==> src/rtl/fp_div_if.sv <==
// Operand/result bundle for the single-precision divider.
interface fp_div_if;
  logic [31:0] a;
  logic [31:0] b;
  logic        start;
  logic [31:0] result;
  logic        done;
  logic        busy;
  logic        overflow;
  logic        underflow;
  logic        div_by_zero;
  logic        invalid;

  modport master (
    output a, b, start,
    input  result, done, busy, overflow, underflow, div_by_zero, invalid
  );

  modport slave (
    input  a, b, start,
    output result, done, busy, overflow, underflow, div_by_zero, invalid
  );
endinterface

==> src/rtl/fp_divider.sv <==
// IEEE-754 single-precision divider: restoring mantissa division, one bit per cycle.
// Define FP_DIV_ROUND_EN for round-to-nearest-even; otherwise the quotient is truncated.
module fp_divider (
  input logic      clk,
  input logic      reset_n,
  fp_div_if.slave  bus
);

  typedef enum logic [1:0] {StIdle, StDivide, StNorm, StDone} state_e;

  state_e             state_q, state_d;
  logic        [31:0] result_q;
  logic               done_q;
  logic               ovf_q, unf_q, dbz_q, inv_q;
  logic               sign_q;
  logic        [23:0] mant_b_q;
  logic        [24:0] rem_q;
  logic        [25:0] quo_q;
  logic signed [9:0]  exp_q;
  logic        [4:0]  cnt_q;

  // Operand classification
  logic [7:0] a_exp, b_exp;
  logic       a_zero, b_zero, a_inf, b_inf, a_nan, b_nan, sign_ab, accept;

  assign a_exp   = bus.a[30:23];
  assign b_exp   = bus.b[30:23];
  assign a_zero  = (a_exp == 8'h00);
  assign b_zero  = (b_exp == 8'h00);
  assign a_inf   = (a_exp == 8'hFF) && (bus.a[22:0] == 23'h0);
  assign b_inf   = (b_exp == 8'hFF) && (bus.b[22:0] == 23'h0);
  assign a_nan   = (a_exp == 8'hFF) && (bus.a[22:0] != 23'h0);
  assign b_nan   = (b_exp == 8'hFF) && (bus.b[22:0] != 23'h0);
  assign sign_ab = bus.a[31] ^ bus.b[31];
  // The done cycle still blocks a new request even though the FSM is already idle.
  assign accept  = (state_q == StIdle) && bus.start && !done_q;

  logic        spec_hit, spec_inv, spec_dbz;
  logic [31:0] spec_result;

  always_comb begin
    spec_hit    = 1'b1;
    spec_inv    = 1'b0;
    spec_dbz    = 1'b0;
    spec_result = 32'h0;
    if (a_nan || b_nan || (a_zero && b_zero) || (a_inf && b_inf)) begin
      spec_result = 32'h7FC0_0000;
      spec_inv    = 1'b1;
    end else if (b_zero && !a_inf) begin
      spec_result = {sign_ab, 8'hFF, 23'h0};
      spec_dbz    = 1'b1;
    end else if (a_inf) begin
      spec_result = {sign_ab, 8'hFF, 23'h0};
    end else if (a_zero || b_inf) begin
      spec_result = {sign_ab, 31'h0};
    end else begin
      spec_hit    = 1'b0;
    end
  end

  // One restoring step
  logic        rem_ge;
  logic [23:0] rem_sub;
  logic [24:0] rem_next;

  always_comb begin
    rem_ge   = (rem_q >= {1'b0, mant_b_q});
    rem_sub  = rem_ge ? 24'(rem_q - {1'b0, mant_b_q}) : rem_q[23:0];
    rem_next = {rem_sub, 1'b0};
  end

  // Normalisation, rounding and range check
  logic        [22:0] mant_n;
  logic signed [9:0]  exp_n, exp_r;
  logic        [23:0] mant_r;
  logic               round_up, norm_ovf, norm_unf;
  logic        [31:0] norm_result;

  always_comb begin
    if (quo_q[25]) begin
      mant_n = quo_q[24:2];
      exp_n  = exp_q + 10'sd127;
    end else begin
      mant_n = quo_q[23:1];
      exp_n  = exp_q + 10'sd126;
    end
`ifdef FP_DIV_ROUND_EN
    begin
      logic guard, sticky;
      guard    = quo_q[25] ? quo_q[1] : quo_q[0];
      sticky   = (rem_q != 25'h0) || (quo_q[25] && quo_q[0]);
      round_up = guard && (sticky || mant_n[0]);
    end
`else
    round_up = 1'b0;
`endif
    mant_r   = {1'b0, mant_n} + {23'h0, round_up};
    exp_r    = exp_n + {9'h0, mant_r[23]};
    norm_ovf = (exp_r >= 10'sd255);
    norm_unf = !norm_ovf && (exp_r <= 10'sd0);
    if (norm_ovf) begin
      norm_result = {sign_q, 8'hFF, 23'h0};
    end else if (norm_unf) begin
      norm_result = {sign_q, 31'h0};
    end else begin
      norm_result = {sign_q, exp_r[7:0], mant_r[22:0]};
    end
  end

  // FSM: state register
  always_ff @(posedge clk or negedge reset_n) begin
    if (!reset_n) state_q <= StIdle;
    else          state_q <= state_d;
  end

  // FSM: next state
  always_comb begin
    state_d = state_q;
    unique case (state_q)
      StIdle:   if (accept) state_d = spec_hit ? StDone : StDivide;
      StDivide: if (cnt_q == 5'd25) state_d = StNorm;
      StNorm:   state_d = StDone;
      StDone:   state_d = StIdle;
      default:  state_d = StIdle;
    endcase
  end

  // FSM: outputs
  always_comb begin
    bus.busy        = (state_q != StIdle);
    bus.done        = done_q;
    bus.result      = result_q;
    bus.overflow    = ovf_q;
    bus.underflow   = unf_q;
    bus.div_by_zero = dbz_q;
    bus.invalid     = inv_q;
  end

  // Datapath
  always_ff @(posedge clk or negedge reset_n) begin
    if (!reset_n) begin
      result_q <= 32'h0;
      done_q   <= 1'b0;
      ovf_q    <= 1'b0;
      unf_q    <= 1'b0;
      dbz_q    <= 1'b0;
      inv_q    <= 1'b0;
      sign_q   <= 1'b0;
      mant_b_q <= 24'h0;
      rem_q    <= 25'h0;
      quo_q    <= 26'h0;
      exp_q    <= 10'sd0;
      cnt_q    <= 5'd0;
    end else begin
      done_q <= (state_q == StDone);
      if (accept) begin
        sign_q   <= sign_ab;
        mant_b_q <= {1'b1, bus.b[22:0]};
        rem_q    <= {2'b01, bus.a[22:0]};
        quo_q    <= 26'h0;
        exp_q    <= $signed({2'b00, a_exp}) - $signed({2'b00, b_exp});
        cnt_q    <= 5'd0;
        ovf_q    <= 1'b0;
        unf_q    <= 1'b0;
        dbz_q    <= spec_hit && spec_dbz;
        inv_q    <= spec_hit && spec_inv;
        if (spec_hit) result_q <= spec_result;
      end else if (state_q == StDivide) begin
        rem_q <= rem_next;
        quo_q <= {quo_q[24:0], rem_ge};
        cnt_q <= cnt_q + 5'd1;
      end else if (state_q == StNorm) begin
        result_q <= norm_result;
        ovf_q    <= norm_ovf;
        unf_q    <= norm_unf;
      end
    end
  end

endmodule

==> src/flat_wrapper.sv <==
// flat-port wrapper written by rule: the top's interface ports become plain ports
module fp_divider_flat 
  (clk, reset_n, bus_a, bus_b, bus_start, bus_result, bus_done, bus_busy, bus_overflow, bus_underflow, bus_div_by_zero, bus_invalid);
  fp_div_if bus_i ();
  input logic clk;
  input logic reset_n;
  input wire logic [$bits(bus_i.a)-1:0] bus_a;
  input wire logic [$bits(bus_i.b)-1:0] bus_b;
  input wire logic [$bits(bus_i.start)-1:0] bus_start;
  output wire logic [$bits(bus_i.result)-1:0] bus_result;
  output wire logic [$bits(bus_i.done)-1:0] bus_done;
  output wire logic [$bits(bus_i.busy)-1:0] bus_busy;
  output wire logic [$bits(bus_i.overflow)-1:0] bus_overflow;
  output wire logic [$bits(bus_i.underflow)-1:0] bus_underflow;
  output wire logic [$bits(bus_i.div_by_zero)-1:0] bus_div_by_zero;
  output wire logic [$bits(bus_i.invalid)-1:0] bus_invalid;
  assign bus_i.a = bus_a;
  assign bus_i.b = bus_b;
  assign bus_i.start = bus_start;
  assign bus_result = bus_i.result;
  assign bus_done = bus_i.done;
  assign bus_busy = bus_i.busy;
  assign bus_overflow = bus_i.overflow;
  assign bus_underflow = bus_i.underflow;
  assign bus_div_by_zero = bus_i.div_by_zero;
  assign bus_invalid = bus_i.invalid;
  fp_divider u_core (.clk(clk), .reset_n(reset_n), .bus(bus_i));
endmodule
==> config.mk <==
export PLATFORM = sky130hd
export DESIGN_NAME = fp_divider_flat
export DESIGN_NICKNAME = d
export VERILOG_FILES = /design/src/rtl/fp_div_if.sv /design/src/rtl/fp_divider.sv /design/src/flat_wrapper.sv
export SDC_FILE = /design/constraint.sdc
export NUM_CORES = 1
export LEC_CHECK = 0
export BUFFER_PORTS_ARGS = -buffer_cell sky130_fd_sc_hd__buf_2
export CAP_MARGIN = 5
export CORE_ASPECT_RATIO = 0.5
export CORE_UTILIZATION = 30
export CTS_CLUSTER_SIZE = 28
export DETAILED_ROUTE_END_ITERATION = 7
export GPL_TIMING_DRIVEN = 0
export SLEW_MARGIN = 5
export SYNTH_ARGS = -nofsm -noshare
export SYNTH_HDL_FRONTEND = slang
export SYNTH_SLANG_ARGS = --single-unit
export TNS_END_PERCENT = 100
==> constraint.sdc <==
create_clock -name clk -period 3.95 [get_ports clk]
set_clock_uncertainty 0.15 [all_clocks]
set_input_delay 0.79 -clock clk [delete_from_list [all_inputs] [get_ports clk]]
set_output_delay 0.79 -clock clk [all_outputs]
set_load 0.1 [all_outputs]
# Yosys cells after proc, flatten, opt, wreduce, memory -nomap -nowiden

Index checks and enable logic that the tools add are counted.

Output and inout port bits: 38
Bits in registers: 130
Word-level logic and storage cells: 100
Input bits: 67

Bitwise logic cells: 1
Magnitude comparators: 3
Reduce and logical (&&, ||, !) cells: 32
Multiplexer cells: 36
Add/sub/neg operators: 5
Equal/unequal tests: 10

Operators with widths:

| kind                  | count |
|---|---|
| $mux 32               | 8 |
| $mux 31               | 2 |
| $mux 26               | 2 |
| $mux 25               | 2 |
| $logic_not 23->1      | 2 |
| $reduce_bool 23->1    | 2 |
| $ge 25x24->1          | 1 |
| $mux 24               | 1 |
| $sub 24x24->24        | 1 |
| $mux 23               | 1 |
| $add 10x8->10 const B | 2 |
| $eq 8x8->1 const B    | 2 |
| $logic_not 8->1       | 2 |
| $mux 1                | 13 |
| $logic_and 1x1->1     | 12 |
| $ge 10x9->1 const B   | 1 |
| $le 10x1->1 const B   | 1 |
| $mux 10               | 1 |
| $mux 5                | 2 |
| $sub 8x8->9           | 1 |
| $pmux 2 s4            | 1 |
| $mux 2                | 3 |
| $ne 2x1->1 const B    | 3 |
| $reduce_bool 2->1     | 3 |
| 11 further kinds      | 18 |

# Longest topological paths before layout

Depth in word-level cells: 10
Gate-level depth with buffers: 12
Depth with buffers taken out: 11

# Worst setup path before layout

No wires, ideal clock.

Path kind: flip-flop to flip-flop
From: register u_core.rem_q[21]
To: register u_core.rem_q[23]
Required time: 3669 ps
Cell stages (with the launch flop): 12
Path slack: 1132 ps
Data arrival time: 2537 ps
Library setup time: 131 ps
Path through: dfrtp_1 ha_1 clkbuf_1 nand4_1 or4_1 nor3_2 or3_2 o31a_4 nor2_4 buf_6 o41ai_1 nand2_1

Longest elaborated chain between the ends: 4
Elaborated cells on any way between the ends: 5
Those cells by class: add/sub: 1; order compare: 1; mux: 3

RTL lines:

| item                                           | RTL line                           | source |
|---|---|---|
| start: declaration                             | fp_divider.sv:17                   | `logic [24:0] rem_q;` |
| start signal: assignment                       | fp_divider.sv:159                  | `rem_q <= {2'b01, bus.a[22:0]};` |
| start signal: assignment                       | fp_divider.sv:169                  | `rem_q <= rem_next;` |
| $sub 24x24->24 or $ge 25x24->1 (tied branches) | fp_divider.sv:68, fp_divider.sv:67 |  |
| $mux 24 *                                      | fp_divider.sv:68                   | `rem_sub = rem_ge ? 24'(rem_q - {1'b0, mant_b_q}) : rem_q[23:0];` |
| $mux 25 *                                      | fp_divider.sv:168                  | `end else if (state_q == StDivide) begin` |
| $mux 25 *                                      | fp_divider.sv:156                  | `if (accept) begin` |

Mark *: on every way between the ends. The rest lies on a longest branch, timed or not. The select of a mux whose other input is x is not followed.
A chain may end at the register's enable or synchronous reset.

# Final worst setup path

From: register u_core.rem_q[4]
To: register u_core.rem_q[14]

Same word-level chain as after synthesis.

==> impl_metrics.csv <==
group,metric,value,unit
placement,hpwl,17440,um
floorplan,die_width,231.9,um
worst_setup_path,crit_buf_inv,1,
route,dr.pass1.iters,5,
worst_setup_path,critical_path_class,"reg -> reg",
cts,clk_pin_slew,0.06,ns
route,ant_nets,0,
sta,finalSetupViolCount,0,
cts,cts_buffers,17,
final_layout,final_cell_mix,"129 x dfrtp_1, 111 x buf_2, 105 x nand2_1",
floorplan,core_area,25550,um2
logic_synthesis,synth_edf_count,0,
route,drc,0,
cts,clock_latency,0.44,ns
worst_setup_path,crit_path_top_delay_cell,"o21ai_0",
worst_setup_path,cp_top_family,"compound AO/OA/AOI/OAI gates",
floorplan,die-height,116.9,um
cts,cts_tree,"done",
route,wl_met2,11180,um
pwr,leakage,4.270,nW
grt,grt_max_degree,95,
pwr,power.total,9.534,mW
placement,gp_congestion,0.9179,
worst_setup_path,slowest_delay,0.48,ns
pwr,vdd_ir_drop_max,367.5,uV
final_layout,final_common_cell,"dfrtp_1",
sta,finalCriticalPeriod,3.352,ns
cts,cts_hold_buf,0,
sta,setup_ws,0.5975,ns
logic_synthesis,ys.flop_type,"dfrtp_1",
placement,numPortBuffers,104,
route,wl_per_cell,17.04,um
worst_setup_path,path_cells,"ha_1, a21oi_1, nand2_1, o21ai_0, a2111oi_4, o31ai_4, buf_2, a21oi_1, a211oi_1, o21ai_0",
grt,grt_usage,0.1773,
logic_synthesis,ys_ff_latch,129,
logic_synthesis,ys_seq_area_frac,0.4073,
worst_setup_path,critPathArrivalTime,3.51,ns
placement,post_dp_cell_area,8911,um2
worst_setup_path,reg2reg_to,"u_core.rem_q[14]",
grt,grt_pass1_wl,37010,um
final_layout,syn2layout_area_growth,19.62,%
pwr,powerDensity,1006,nW/um2
route,viasPerCell,5.196,
logic_synthesis,syn_area,7926,um2
worst_setup_path,end_kind,"register",
sta,rsz0062_at_grt,"false",
grt,antenna_found_initial,0,
cts,cts_resized,0,
logic_synthesis,async_flop_share,1.000,
final_layout,drive_gt1_frac,0.1566,
final_layout,fin_nets,1126,
worst_setup_path,startpoint_type,"register",
logic_synthesis,avgSynthCellArea,8.896,um2
logic_synthesis,ys_types,64,
route,route.met3.wl,964,um
worst_setup_path,cp.required,4.11,ns
run,max_cap_violations,0,
cts,post_cts_buffers,0,
floorplan,io_pins,105,
logic_synthesis,syn_inst,891,
worst_setup_path,r2r-start,"u_core.rem_q[4]",
route,top_layer,"met4",
sta,slew_violations,0,
worst_setup_path,critPathMaxFanout,10,
worst_setup_path,startpoint,"u_core.rem_q[4]",
final_layout,diodes,0,
worst_setup_path,cp.depth,10,
cts,cts_sinks,129,
sta,fin_crit_sh,0.8487,
route,vias,7129,
cts,clk_path_buf_depth,2,
worst_setup_path,r2r_setup_slack,0.60,ns
grt,overflow,0,
sta,finalHoldViolCount,0,
floorplan,core.rowCount,41,
worst_setup_path,worstRegToRegCells,10,
worst_setup_path,crit_path_end,"u_core.rem_q[14]",
final_layout,postLayoutCoreUtil,0.3711,
logic_synthesis,yosysWarnings,0,
sta,setup-tns-final,0,ns
placement,pre_cts_slack,0.5269,ns
logic_synthesis,synth_area_leaders,"dfrtp_1 41%, mux2i_1 7.1%, ha_1 6.6%, o21ai_0 6.1%, nand2_1 5.0%",
logic_synthesis,synth_nets,1002,
hold_path,hp-class,"in -> async",
floorplan,start_util,0.3103,
grt,grt_pass1_vias,6802,
cts,root_buffer,"clkbuf_16",
sta,tightest_slew,0.7882,ns
route,wl_met1,10760,um
cts,cts.htree.levels,4,
sta,slew_headroom,0.4746,
sta,max_freq,298.3,MHz
logic_synthesis,synth_top_cell_area_share,0.4073,
final_layout,final_area,9482,um2
route,drt_iter0_drc,586,
route,finalWirelength,23380,um
floorplan,die_area,27110,um2
logic_synthesis,synth_top_area_cell,"dfrtp_1",
run_status,status,"complete, no violations",
## registers in the layout, indices dropped and copies added, names as in the netlist
name and cells:
u_core.bus.overflow 1, u_core.bus.div_by_zero 1, u_core.cnt_q 5, u_core.bus.result 32, u_core.state_q 2, u_core.rem_q 25
u_core.exp_q 9, u_core.mant_b_q 24, u_core.bus.done 1, u_core.bus.underflow 1, u_core.sign_q 1, u_core.bus.invalid 1
u_core.quo_q 26
## synth_stat cells, types with 4 or more instances
| library cell | instances |
|---|---|
| and3_1 | 13 |
| xor2_1 | 18 |
| nand2_1 | 105 |
| mux2i_1 | 56 |
| xnor2_1 | 19 |
| nor3_1 | 14 |
| buf_2 | 8 |
| nand2b_1 | 8 |
| nand3_1 | 14 |
| clkbuf_1 | 37 |
| a211oi_1 | 19 |
| o21a_1 | 8 |
| nor2b_1 | 5 |
| inv_1 | 55 |
| a21oi_1 | 47 |
| nor4_1 | 16 |
| o21bai_1 | 4 |
| dfrtp_1 | 129 |
| o21ai_0 | 97 |
| o211ai_1 | 7 |
| o41ai_1 | 4 |
| or2_2 | 4 |
| a31oi_1 | 7 |
| or3_1 | 8 |
| ha_1 | 42 |
| nand4_1 | 12 |
| o31ai_1 | 7 |
| nor2_1 | 70 |
## cell families (layout without fill, tap and decap cells)
group / after synthesis / in the layout / share of synthesized area
multiplexers: 56 / 56 / 0.07072
XOR/XNOR: 37 / 37 / 0.04088
AND/OR/NAND/NOR: 285 / 285 / 0.1714
flip-flops: 129 / 129 / 0.4073
adder cells (fa/ha/maj): 44 / 44 / 0.07135
AO/OA/AOI/OAI: 236 / 236 / 0.1867
buffers and inverters: 104 / 241 / 0.05162
## per-layer routing
layer	vias up	GRT usage
li1	3403	-
met1	3517	0.2280
met2	170	0.2997
met3	39	0.03367
met4	0	0.06491
met5	-	0
## report_power, final
| group | switching, mW | internal (mW) | total (mW) |
|---|---|---|---|
| logic | 3.93 | 1.89 | 5.82 |
| clock network | 0.674 | 0.891 | 1.57 |
| registers | 0.334 | 1.81 | 2.15 |
## layout make-up
type | count | area [um2]
multi-input cells | 658 | 4289
plain buffers | 49 | 202.7
well taps | 344 | 430.4
clock inverters | 13 | 127.6
inverters | 55 | 206.4
fillers | 2591 | 16070
repair buffers | 105 | 554.3
flip-flops and latches | 129 | 3228
clock buffers | 19 | 442.9
## worst reg2reg max path: cells and delay by family (launching register included)
family | cells | cell delay (ns)
adder cells (fa/ha/maj) | 1 | 0.36
flip-flops | 1 | 0.41
AO/OA/AOI/OAI | 7 | 1.82
AND/OR/NAND/NOR | 1 | 0.13
buffers and inverters | 1 | 0.35
## metrics by stage
stage / std cells / hold WS (ns)
after CTS: 1372 / 0.1106
final: 1372 / 0.1069
after global routing: 1372 / 0.1221
after global placement: 1339 / 0.2865
after detailed placement: 1340 / 0.2969
after floorplan: 891 / 0.2675
## how the worst min path moves through the flow
stage                     cells after the start                start                   to  slack, ns
after floorplan                               2  u_core.mant_b_q[23]  u_core.mant_b_q[23]       0.27
after global placement                        2  u_core.mant_b_q[23]  u_core.mant_b_q[23]       0.29
after detailed placement                      2  u_core.mant_b_q[23]  u_core.mant_b_q[23]       0.30
after CTS                                     1              reset_n   u_core.mant_b_q[8]       0.11
after global routing                          1              reset_n      u_core.rem_q[8]       0.12
final                                         1              reset_n   u_core.mant_b_q[8]       0.11
No activity file was read; power rests on OpenSTA's default activity.
